## src/rtl/ysyx_220053_mem_arbiter_if.sv

```systemverilog
// Bus bundle between the IFU/LSU requesters, the arbiter and the memory wrapper.
// The slave modport is the arbiter's view; master is the requester/memory side.
interface ysyx_220053_mem_arbiter_if;
   logic        ifu_valid;
   logic [63:0] ifu_addr;
   logic        ifu_ready;
   logic        ifu_rvalid;
   logic [31:0] ifu_rdata;

   logic        lsu_valid;
   logic        lsu_wen;
   logic [2:0]  lsu_memop;
   logic [63:0] lsu_addr;
   logic [63:0] lsu_wdata;
   logic        lsu_ready;
   logic        lsu_rvalid;
   logic [63:0] lsu_rdata;
   logic        lsu_err;

   logic        mem_req;
   logic        mem_we;
   logic [63:0] mem_addr;
   logic [63:0] mem_wdata;
   logic [7:0]  mem_wmask;
   logic        mem_ack;
   logic [63:0] mem_rdata;

   modport slave (
      input  ifu_valid, ifu_addr,
      output ifu_ready, ifu_rvalid, ifu_rdata,
      input  lsu_valid, lsu_wen, lsu_memop, lsu_addr, lsu_wdata,
      output lsu_ready, lsu_rvalid, lsu_rdata, lsu_err,
      output mem_req, mem_we, mem_addr, mem_wdata, mem_wmask,
      input  mem_ack, mem_rdata
   );

   modport master (
      output ifu_valid, ifu_addr,
      input  ifu_ready, ifu_rvalid, ifu_rdata,
      output lsu_valid, lsu_wen, lsu_memop, lsu_addr, lsu_wdata,
      input  lsu_ready, lsu_rvalid, lsu_rdata, lsu_err,
      input  mem_req, mem_we, mem_addr, mem_wdata, mem_wmask,
      output mem_ack, mem_rdata
   );
endinterface

```

## src/rtl/ysyx_220053_mem_arbiter.sv

```systemverilog
// Shared data-memory port arbiter for IFU (read-only) and LSU (read/write).
// Round-robin grant, byte-lane alignment for stores, load extension, timeout.
//
// state   | meaning
// --------+-----------------------------------------------------------
// IDLE    | no access in flight; ready offered to the granted requester
// BUSY_IF | IFU fetch issued, mem_req held until ack or timeout
// BUSY_LS | LSU load/store issued, mem_req held until ack or timeout
module ysyx_220053_mem_arbiter #(
   parameter int unsigned TIMEOUT_CYC = 256,
   parameter int unsigned CNT_W       = 9
) (
   input logic                      clk,
   input logic                      rst_n,
   ysyx_220053_mem_arbiter_if.slave bus
);

   typedef enum logic [1:0] {
      IDLE    = 2'd0,
      BUSY_IF = 2'd1,
      BUSY_LS = 2'd2
   } state_t;

   localparam logic [CNT_W-1:0] CNT_LOAD = CNT_W'(TIMEOUT_CYC - 1);

   state_t            state_q, state_d;
   logic              last_lsu_q, last_lsu_d;
   logic [2:0]        memop_q, memop_d;
   logic [2:0]        offset_q, offset_d;
   logic [CNT_W-1:0]  cnt_q, cnt_d;
   logic              mem_req_q, mem_req_d;
   logic              mem_we_q, mem_we_d;
   logic [63:0]       mem_addr_q, mem_addr_d;
   logic [63:0]       mem_wdata_q, mem_wdata_d;
   logic [7:0]        mem_wmask_q, mem_wmask_d;
   logic              ifu_rvalid_q, ifu_rvalid_d;
   logic [31:0]       ifu_rdata_q, ifu_rdata_d;
   logic              lsu_rvalid_q, lsu_rvalid_d;
   logic [63:0]       lsu_rdata_q, lsu_rdata_d;
   logic              lsu_err_q, lsu_err_d;

   logic              grant_ifu, grant_lsu, idle;
   logic              ifu_bad, lsu_bad, lsu_misal;
   logic [2:0]        lsu_off;
   logic [7:0]        lsu_size_mask;
   logic [63:0]       rd_shift, load_ext;

   // Round-robin: on a tie the requester that was not granted last wins.
   always_comb begin
      grant_ifu = bus.ifu_valid & (~bus.lsu_valid | last_lsu_q);
      grant_lsu = bus.lsu_valid & (~bus.ifu_valid | ~last_lsu_q);
      idle      = rst_n & (state_q == IDLE);
   end

   assign bus.ifu_ready  = idle & grant_ifu;
   assign bus.lsu_ready  = idle & grant_lsu;
   assign bus.ifu_rvalid = ifu_rvalid_q;
   assign bus.ifu_rdata  = ifu_rdata_q;
   assign bus.lsu_rvalid = lsu_rvalid_q;
   assign bus.lsu_rdata  = lsu_rdata_q;
   assign bus.lsu_err    = lsu_err_q;
   assign bus.mem_req    = mem_req_q;
   assign bus.mem_we     = mem_we_q;
   assign bus.mem_addr   = mem_addr_q;
   assign bus.mem_wdata  = mem_wdata_q;
   assign bus.mem_wmask  = mem_wmask_q;

   // Access size and alignment of the incoming LSU request; memop[1:0] selects size.
   always_comb begin
      lsu_off = bus.lsu_addr[2:0];
      unique case (bus.lsu_memop[1:0])
         2'b00:   begin lsu_size_mask = 8'h0F; lsu_misal = (lsu_off[1:0] != 2'b00); end
         2'b01:   begin lsu_size_mask = 8'h01; lsu_misal = 1'b0; end
         2'b10:   begin lsu_size_mask = 8'h03; lsu_misal = lsu_off[0]; end
         default: begin lsu_size_mask = 8'hFF; lsu_misal = (lsu_off != 3'b000); end
      endcase
      // 111 is only illegal for loads; stores look at the size bits alone.
      lsu_bad = lsu_misal | (~bus.lsu_wen & (bus.lsu_memop == 3'b111));
      ifu_bad = (bus.ifu_addr[1:0] != 2'b00);
   end

   // Load data: bring the addressed lane down to bit 0, then extend per memop.
   always_comb begin
      rd_shift = bus.mem_rdata >> {offset_q, 3'b000};
      unique case (memop_q)
         3'b000:  load_ext = {{32{rd_shift[31]}}, rd_shift[31:0]};
         3'b001:  load_ext = {{56{rd_shift[7]}},  rd_shift[7:0]};
         3'b010:  load_ext = {{48{rd_shift[15]}}, rd_shift[15:0]};
         3'b011:  load_ext = rd_shift;
         3'b100:  load_ext = {32'h0, rd_shift[31:0]};
         3'b101:  load_ext = {56'h0, rd_shift[7:0]};
         3'b110:  load_ext = {48'h0, rd_shift[15:0]};
         default: load_ext = 64'h0;
      endcase
   end

   // Next-state and registered-output computation for the sequencing FSM.
   always_comb begin
      state_d      = state_q;
      last_lsu_d   = last_lsu_q;
      memop_d      = memop_q;
      offset_d     = offset_q;
      cnt_d        = cnt_q;
      mem_req_d    = mem_req_q;
      mem_we_d     = mem_we_q;
      mem_addr_d   = mem_addr_q;
      mem_wdata_d  = mem_wdata_q;
      mem_wmask_d  = mem_wmask_q;
      ifu_rvalid_d = 1'b0;
      ifu_rdata_d  = ifu_rdata_q;
      lsu_rvalid_d = 1'b0;
      lsu_err_d    = 1'b0;
      lsu_rdata_d  = lsu_rdata_q;

      case (state_q)
         IDLE: begin
            if (grant_ifu) begin
               last_lsu_d = 1'b0;
               if (ifu_bad) begin
                  ifu_rvalid_d = 1'b1;
                  ifu_rdata_d  = 32'h0;
               end else begin
                  state_d     = BUSY_IF;
                  offset_d    = bus.ifu_addr[2:0];
                  cnt_d       = CNT_LOAD;
                  mem_req_d   = 1'b1;
                  mem_we_d    = 1'b0;
                  mem_addr_d  = {bus.ifu_addr[63:3], 3'b000};
                  mem_wdata_d = 64'h0;
                  mem_wmask_d = 8'h00;
               end
            end else if (grant_lsu) begin
               last_lsu_d = 1'b1;
               if (lsu_bad) begin
                  lsu_rvalid_d = 1'b1;
                  lsu_err_d    = 1'b1;
                  lsu_rdata_d  = 64'h0;
               end else begin
                  state_d     = BUSY_LS;
                  memop_d     = bus.lsu_memop;
                  offset_d    = lsu_off;
                  cnt_d       = CNT_LOAD;
                  mem_req_d   = 1'b1;
                  mem_we_d    = bus.lsu_wen;
                  mem_addr_d  = {bus.lsu_addr[63:3], 3'b000};
                  mem_wdata_d = bus.lsu_wen ? (bus.lsu_wdata << {lsu_off, 3'b000}) : 64'h0;
                  mem_wmask_d = bus.lsu_wen ? (lsu_size_mask << lsu_off) : 8'h00;
               end
            end
         end
         BUSY_IF: begin
            if (bus.mem_ack) begin
               state_d      = IDLE;
               mem_req_d    = 1'b0;
               ifu_rvalid_d = 1'b1;
               ifu_rdata_d  = rd_shift[31:0];
            end else if (cnt_q == '0) begin
               state_d      = IDLE;
               mem_req_d    = 1'b0;
               ifu_rvalid_d = 1'b1;
               ifu_rdata_d  = 32'h0;
            end else begin
               cnt_d = cnt_q - CNT_W'(1);
            end
         end
         BUSY_LS: begin
            if (bus.mem_ack) begin
               state_d      = IDLE;
               mem_req_d    = 1'b0;
               lsu_rvalid_d = 1'b1;
               lsu_rdata_d  = mem_we_q ? 64'h0 : load_ext;
            end else if (cnt_q == '0) begin
               state_d      = IDLE;
               mem_req_d    = 1'b0;
               lsu_rvalid_d = 1'b1;
               lsu_err_d    = 1'b1;
               lsu_rdata_d  = 64'h0;
            end else begin
               cnt_d = cnt_q - CNT_W'(1);
            end
         end
         default: begin
            state_d   = IDLE;
            mem_req_d = 1'b0;
         end
      endcase
   end

   // State and output registers; synchronous reset makes IFU win the first tie.
   always_ff @(posedge clk) begin
      if (!rst_n) begin
         state_q      <= IDLE;
         last_lsu_q   <= 1'b1;
         memop_q      <= 3'b000;
         offset_q     <= 3'b000;
         cnt_q        <= '0;
         mem_req_q    <= 1'b0;
         mem_we_q     <= 1'b0;
         mem_addr_q   <= 64'h0;
         mem_wdata_q  <= 64'h0;
         mem_wmask_q  <= 8'h00;
         ifu_rvalid_q <= 1'b0;
         ifu_rdata_q  <= 32'h0;
         lsu_rvalid_q <= 1'b0;
         lsu_rdata_q  <= 64'h0;
         lsu_err_q    <= 1'b0;
      end else begin
         state_q      <= state_d;
         last_lsu_q   <= last_lsu_d;
         memop_q      <= memop_d;
         offset_q     <= offset_d;
         cnt_q        <= cnt_d;
         mem_req_q    <= mem_req_d;
         mem_we_q     <= mem_we_d;
         mem_addr_q   <= mem_addr_d;
         mem_wdata_q  <= mem_wdata_d;
         mem_wmask_q  <= mem_wmask_d;
         ifu_rvalid_q <= ifu_rvalid_d;
         ifu_rdata_q  <= ifu_rdata_d;
         lsu_rvalid_q <= lsu_rvalid_d;
         lsu_rdata_q  <= lsu_rdata_d;
         lsu_err_q    <= lsu_err_d;
      end
   end

endmodule

```

## src/flat_wrapper.sv

```systemverilog
// flat-port wrapper written by rule: the top's interface ports become plain ports
module ysyx_220053_mem_arbiter_flat 
#(
   parameter int unsigned TIMEOUT_CYC = 256,
   parameter int unsigned CNT_W       = 9
)
  (clk, rst_n, bus_ifu_valid, bus_ifu_addr, bus_ifu_ready, bus_ifu_rvalid, bus_ifu_rdata, bus_lsu_valid, bus_lsu_wen, bus_lsu_memop, bus_lsu_addr, bus_lsu_wdata, bus_lsu_ready, bus_lsu_rvalid, bus_lsu_rdata, bus_lsu_err, bus_mem_req, bus_mem_we, bus_mem_addr, bus_mem_wdata, bus_mem_wmask, bus_mem_ack, bus_mem_rdata);
  ysyx_220053_mem_arbiter_if bus_i ();
  input logic clk;
  input logic rst_n;
  input wire logic [$bits(bus_i.ifu_valid)-1:0] bus_ifu_valid;
  input wire logic [$bits(bus_i.ifu_addr)-1:0] bus_ifu_addr;
  output wire logic [$bits(bus_i.ifu_ready)-1:0] bus_ifu_ready;
  output wire logic [$bits(bus_i.ifu_rvalid)-1:0] bus_ifu_rvalid;
  output wire logic [$bits(bus_i.ifu_rdata)-1:0] bus_ifu_rdata;
  input wire logic [$bits(bus_i.lsu_valid)-1:0] bus_lsu_valid;
  input wire logic [$bits(bus_i.lsu_wen)-1:0] bus_lsu_wen;
  input wire logic [$bits(bus_i.lsu_memop)-1:0] bus_lsu_memop;
  input wire logic [$bits(bus_i.lsu_addr)-1:0] bus_lsu_addr;
  input wire logic [$bits(bus_i.lsu_wdata)-1:0] bus_lsu_wdata;
  output wire logic [$bits(bus_i.lsu_ready)-1:0] bus_lsu_ready;
  output wire logic [$bits(bus_i.lsu_rvalid)-1:0] bus_lsu_rvalid;
  output wire logic [$bits(bus_i.lsu_rdata)-1:0] bus_lsu_rdata;
  output wire logic [$bits(bus_i.lsu_err)-1:0] bus_lsu_err;
  output wire logic [$bits(bus_i.mem_req)-1:0] bus_mem_req;
  output wire logic [$bits(bus_i.mem_we)-1:0] bus_mem_we;
  output wire logic [$bits(bus_i.mem_addr)-1:0] bus_mem_addr;
  output wire logic [$bits(bus_i.mem_wdata)-1:0] bus_mem_wdata;
  output wire logic [$bits(bus_i.mem_wmask)-1:0] bus_mem_wmask;
  input wire logic [$bits(bus_i.mem_ack)-1:0] bus_mem_ack;
  input wire logic [$bits(bus_i.mem_rdata)-1:0] bus_mem_rdata;
  assign bus_i.ifu_valid = bus_ifu_valid;
  assign bus_i.ifu_addr = bus_ifu_addr;
  assign bus_ifu_ready = bus_i.ifu_ready;
  assign bus_ifu_rvalid = bus_i.ifu_rvalid;
  assign bus_ifu_rdata = bus_i.ifu_rdata;
  assign bus_i.lsu_valid = bus_lsu_valid;
  assign bus_i.lsu_wen = bus_lsu_wen;
  assign bus_i.lsu_memop = bus_lsu_memop;
  assign bus_i.lsu_addr = bus_lsu_addr;
  assign bus_i.lsu_wdata = bus_lsu_wdata;
  assign bus_lsu_ready = bus_i.lsu_ready;
  assign bus_lsu_rvalid = bus_i.lsu_rvalid;
  assign bus_lsu_rdata = bus_i.lsu_rdata;
  assign bus_lsu_err = bus_i.lsu_err;
  assign bus_mem_req = bus_i.mem_req;
  assign bus_mem_we = bus_i.mem_we;
  assign bus_mem_addr = bus_i.mem_addr;
  assign bus_mem_wdata = bus_i.mem_wdata;
  assign bus_mem_wmask = bus_i.mem_wmask;
  assign bus_i.mem_ack = bus_mem_ack;
  assign bus_i.mem_rdata = bus_mem_rdata;
  ysyx_220053_mem_arbiter #(.TIMEOUT_CYC(TIMEOUT_CYC), .CNT_W(CNT_W)) u_core (.clk(clk), .rst_n(rst_n), .bus(bus_i));
endmodule
```

## config.mk

```make
export PLATFORM = sky130hd
export DESIGN_NAME = ysyx_220053_mem_arbiter_flat
export DESIGN_NICKNAME = d
export VERILOG_FILES = /design/src/rtl/ysyx_220053_mem_arbiter_if.sv /design/src/rtl/ysyx_220053_mem_arbiter.sv /design/src/flat_wrapper.sv
export SDC_FILE = /design/constraint.sdc
export NUM_CORES = 1
export LEC_CHECK = 0
export BUFFER_PORTS_ARGS = -buffer_cell sky130_fd_sc_hd__buf_2
export CAP_MARGIN = 20
export CORE_AREA = 2 2 198 200
export CTS_BUF_LIST = sky130_fd_sc_hd__clkbuf_8
export CTS_CLUSTER_DIAMETER = 60
export DETAILED_ROUTE_END_ITERATION = 7
export DIE_AREA = 0 0 200 202
export PLACE_DENSITY = 0.57
export SYNTH_ARGS = -nofsm -noshare
export SYNTH_HDL_FRONTEND = slang
export SYNTH_SLANG_ARGS = --single-unit
```

## constraint.sdc

```tcl
create_clock -name clk -period 5.4 [get_ports clk]
set_input_delay 0.27 -clock clk [delete_from_list [all_inputs] [get_ports clk]]
set_output_delay 0.27 -clock clk [all_outputs]
set_load 0.02 [all_outputs]
```

==> flow_metrics.tcl <==
set metrics [dict create \
    end_kind "flop" \
    slew_violations 0 \
    synth_cells 1466 \
    path_delay_family "buffers and inverters" \
    worstHoldPathType "in2reg" \
    worstMarginPinSlew_ns 0.986 \
    peakVddDrop_v 0.000232 \
    whs_path_depth 3 \
    slew_headroom_pct 34.2 \
    grtUsageTotal_pct 25.7 \
    cap_violations 0 \
    grt_pass1_wl_um 80100 \
    rsz0062_at_grt "false" \
    crit_chain "inv_1, ha_1, inv_1, a211oi_1, nor3b_2, a31o_4, buf_4, nor2_1, a311oi_1, dlygate4sd3_1" \
    clockBufferDepth 3 \
    core_mm2 0.0383 \
    crit_top_cell "inv_1" \
    power.static_leakage_nw 8.28 \
    first_pass_iters 7 \
    fin_setup_tns_ns 0 \
    status "completed" \
    final-hold-violation-count 0 \
    startpoint_type "flop" \
    fin_crit_sh_pct 74.2 \
    yosysSeqAreaShare_pct 39.1 \
    synth-edff-count 0 \
    rr_worst_depth 10 \
    wirelength_um 54100 \
    worst_slack_ns 1.39 \
    synth_ff_type "dfxtp_1" \
    root_buffer "clkbuf_8" \
    fmax_mhz 250 \
    skew_ns 0.0226 \
    ant_nets 0 \
    dp_slack_ns 2.06 \
    gr-total-overflow 0 \
    place_hpwl_um 38500 \
    rows 72 \
    cts.htree.levels 2 \
    grt_max_degree 77 \
    cts_tree "done" \
    path_class "reg2reg" \
    hold_slack_ns 0.0624 \
    synth_warnings 0 \
    critical_path.slowest_cell "buf_4" \
    whs_endpoint "u_core.bus.lsu_rdata[61]$_SDFFE_PN0P_" \
    path_clk_slew_ns 0.06 \
    layout-drive-gt1-share_pct 32.4 \
    cts.sinks 252 \
    die_w_um 200 \
    fin_area_mm2 0.0182 \
    finalCriticalPeriod_ns 4.01 \
    cp_data_required_time_ns 5.96 \
    worstSkewPairLatency_ns 0.63 \
    nNetsFinal 2320 \
    cts_made_buffers 48 \
    dr.first_iter.drc_count 968 \
    min_from "bus_mem_rdata[61]" \
    placed_area_mm2 0.0156 \
    die_height_um 202 \
    num_vias 14000 \
    cp.depth 10 \
    start_util_pct 33.7 \
    grt_antenna_before_repair 7 \
    synth_seq_cells 252 \
    synth_area_per_cell_um2 8.80 \
    crit_buf_inv 4 \
    port_buffers 500 \
    grt_pass1_vias 13500 \
    cpPeakStageDelay_ns 0.64 \
    wl_per_cell_um 20.7 \
    syn-cell-area_mm2 0.0129 \
    async_reset_ff_share_pct 0 \
    die-area_mm2 0.0404 \
    syn_to_final_growth_pct 41.2 \
    final_util_pct 47.6 \
    io_pins 504 \
    rr_startpoint "u_core.state_q[0]$_SDFFE_PN0P_" \
    rrSetupSlack_ns 1.39 \
    synth_cell_types 60 \
    gp_congestion 0.916 \
    setup_viol 0 \
    pwr_density_cell_mw_per_mm2 376 \
    r2r-end "u_core.bus.mem_addr[32]$_SDFFE_PN0P_" \
    viasPerCell 5.39 \
    drcViolationCount 0 \
    cp_data_arrival_time_ns 4.57 \
    critPathMaxFanout 75 \
]
layout make-up:
type,count,area [um2]
Clock buffer,64,881
Antenna cell,6,15.0
Sequential cell,252,5050
Multi-Input combinational cell,1061,7200
Inverter,17,65.1
Timing Repair Buffer,665,4110
Clock inverter,24,246
Tap cell,518,648
Fill cell,3744,20100
state kept, by name, indices dropped and copies added (netlist names), 2 cells and up:
register	cells
u_core.bus.ifu_rdata	32
u_core.bus.lsu_rdata	64
u_core.bus.mem_addr	61
u_core.bus.mem_wdata	64
u_core.bus.mem_wmask	8
u_core.cnt_q	9
u_core.memop_q	3
u_core.offset_q	3
u_core.state_q	2
cell usage after synthesis, drive strengths merged, types with 2 or more instances:
library cell / count / area (um2)
dfxtp: 252 / 5040
nand2: 211 / 795
nor2: 149 / 559
mux2i: 112 / 1120
a21oi: 94 / 470
o21ai: 75 / 375
clkbuf: 73 / 274
a311oi: 72 / 637
a22o: 65 / 569
buf: 65 / 348
o2bb2ai: 40 / 382
a22oi: 33 / 248
o22ai: 27 / 169
mux2: 26 / 293
mux4: 25 / 567
a211oi: 20 / 150
inv: 17 / 63.8
and2: 15 / 93.8
nor2b: 13 / 81.3
o31ai: 11 / 82.6
ha: 10 / 125
nand3: 7 / 35.0
a31oi: 6 / 37.5
nand2b: 6 / 37.5
nor3: 5 / 25.0
and3: 3 / 18.8
nor4: 3 / 31.3
o41ai: 3 / 26.3
or3: 3 / 23.8
a21o: 2 / 15.0
nand4b: 2 / 17.5
o211a: 2 / 20.0
o21a: 2 / 15.0
or2: 2 / 12.5
worst max path at each step:
stage / start / endpoint / slack, ns
after global routing: u_core.state_q[0]$_SDFFE_PN0P_ / u_core.bus.mem_addr[33]$_SDFFE_PN0P_ / 1.08
final: u_core.state_q[0]$_SDFFE_PN0P_ / u_core.bus.mem_addr[32]$_SDFFE_PN0P_ / 1.39
after floorplan: u_core.state_q[0]$_SDFFE_PN0P_ / u_core.bus.mem_wdata[22]$_SDFFE_PN0P_ / 3.05
after detailed placement: u_core.state_q[0]$_SDFFE_PN0P_ / u_core.bus.mem_addr[35]$_SDFFE_PN0P_ / 2.06
after CTS: u_core.state_q[0]$_SDFFE_PN0P_ / u_core.bus.mem_addr[35]$_SDFFE_PN0P_ / 1.51
after global placement: bus_lsu_memop[0] / u_core.bus.lsu_rdata[50]$_SDFFE_PN0P_ / 2.16
timing repair:
item | in CTS | in global routing
gates resized for setup | 0 | 0
setup buffers | 0 | 0
hold buffers | 143 | 0
endpoints found under the setup margin | 0 | 0
hold endpoints to repair | 83 | 0
worst register-to-register path, delay by kind of cell (launching register included):
kind                       cells  cell delay [ns]
buffers and inverters          4             1.54
DFF                            1             0.33
AOI/OAI and AO/OA              3             0.93
adders and majority gates      1             0.42
and+or+nand+nor                2             0.73
through the flow:
step	instances	power [mW]
global placement	2368	4.41
detailed placement	2368	4.45
CTS	2599	6.86
floorplan	1468	3.73
global route	2605	7.21
finish	2607	6.85
kinds of logic (layout without fill, tap and decap cells):
group | Yosys count | after routing | share of synthesized area (%)
AO/OA/AOI/OAI | 461 | 461 | 25.5
XOR/XNOR | 1 | 1 | 0.0679
adder cells (fa/ha/maj) | 10 | 10 | 0.970
buffers and inverters | 155 | 770 | 5.32
flip-flops | 252 | 252 | 39.1
multiplexers | 163 | 163 | 15.4
other | 1 | 9 | 0.0291
AND/OR/NAND/NOR | 423 | 423 | 13.7
cell usage in the layout, fill, tap and decap left out, drive strengths merged, types with 7 or more instances in the layout:
| cell | synthesis | final |
|---|---|---|
| buf | 65 | 522 |
| dfxtp | 252 | 252 |
| nand2 | 211 | 211 |
| nor2 | 149 | 149 |
| dlygate4sd3 | 0 | 143 |
| mux2i | 112 | 112 |
| a21oi | 94 | 94 |
| o21ai | 75 | 75 |
| a311oi | 72 | 72 |
| a22o | 65 | 65 |
| clkbuf | 73 | 64 |
| o2bb2ai | 40 | 40 |
| a22oi | 33 | 33 |
| o22ai | 27 | 27 |
| inv | 17 | 27 |
| mux2 | 26 | 26 |
| mux4 | 25 | 25 |
| a211oi | 20 | 20 |
| and2 | 15 | 15 |
| nor2b | 13 | 13 |
| o31ai | 11 | 11 |
| ha | 10 | 10 |
| clkinv | 0 | 8 |
| nand3 | 7 | 7 |
metal layers:
metal	GRT usage (%)	routed length, um
met3	5.41	4330
met2	41.0	24900
met4	13.1	2540
met1	32.5	22300
met5	0	31
report_power, final:
| group | leakage (nW) | internal (mW) | switching, mW | total [mW] |
|---|---|---|---|---|
| sequential | 2.05 | 2.06 | 0.182 | 2.24 |
| combinational | 5.62 | 0.916 | 1.49 | 2.41 |
| clock | 0.617 | 1.30 | 0.900 | 2.20 |
Power figures use the tool's default switching activity.
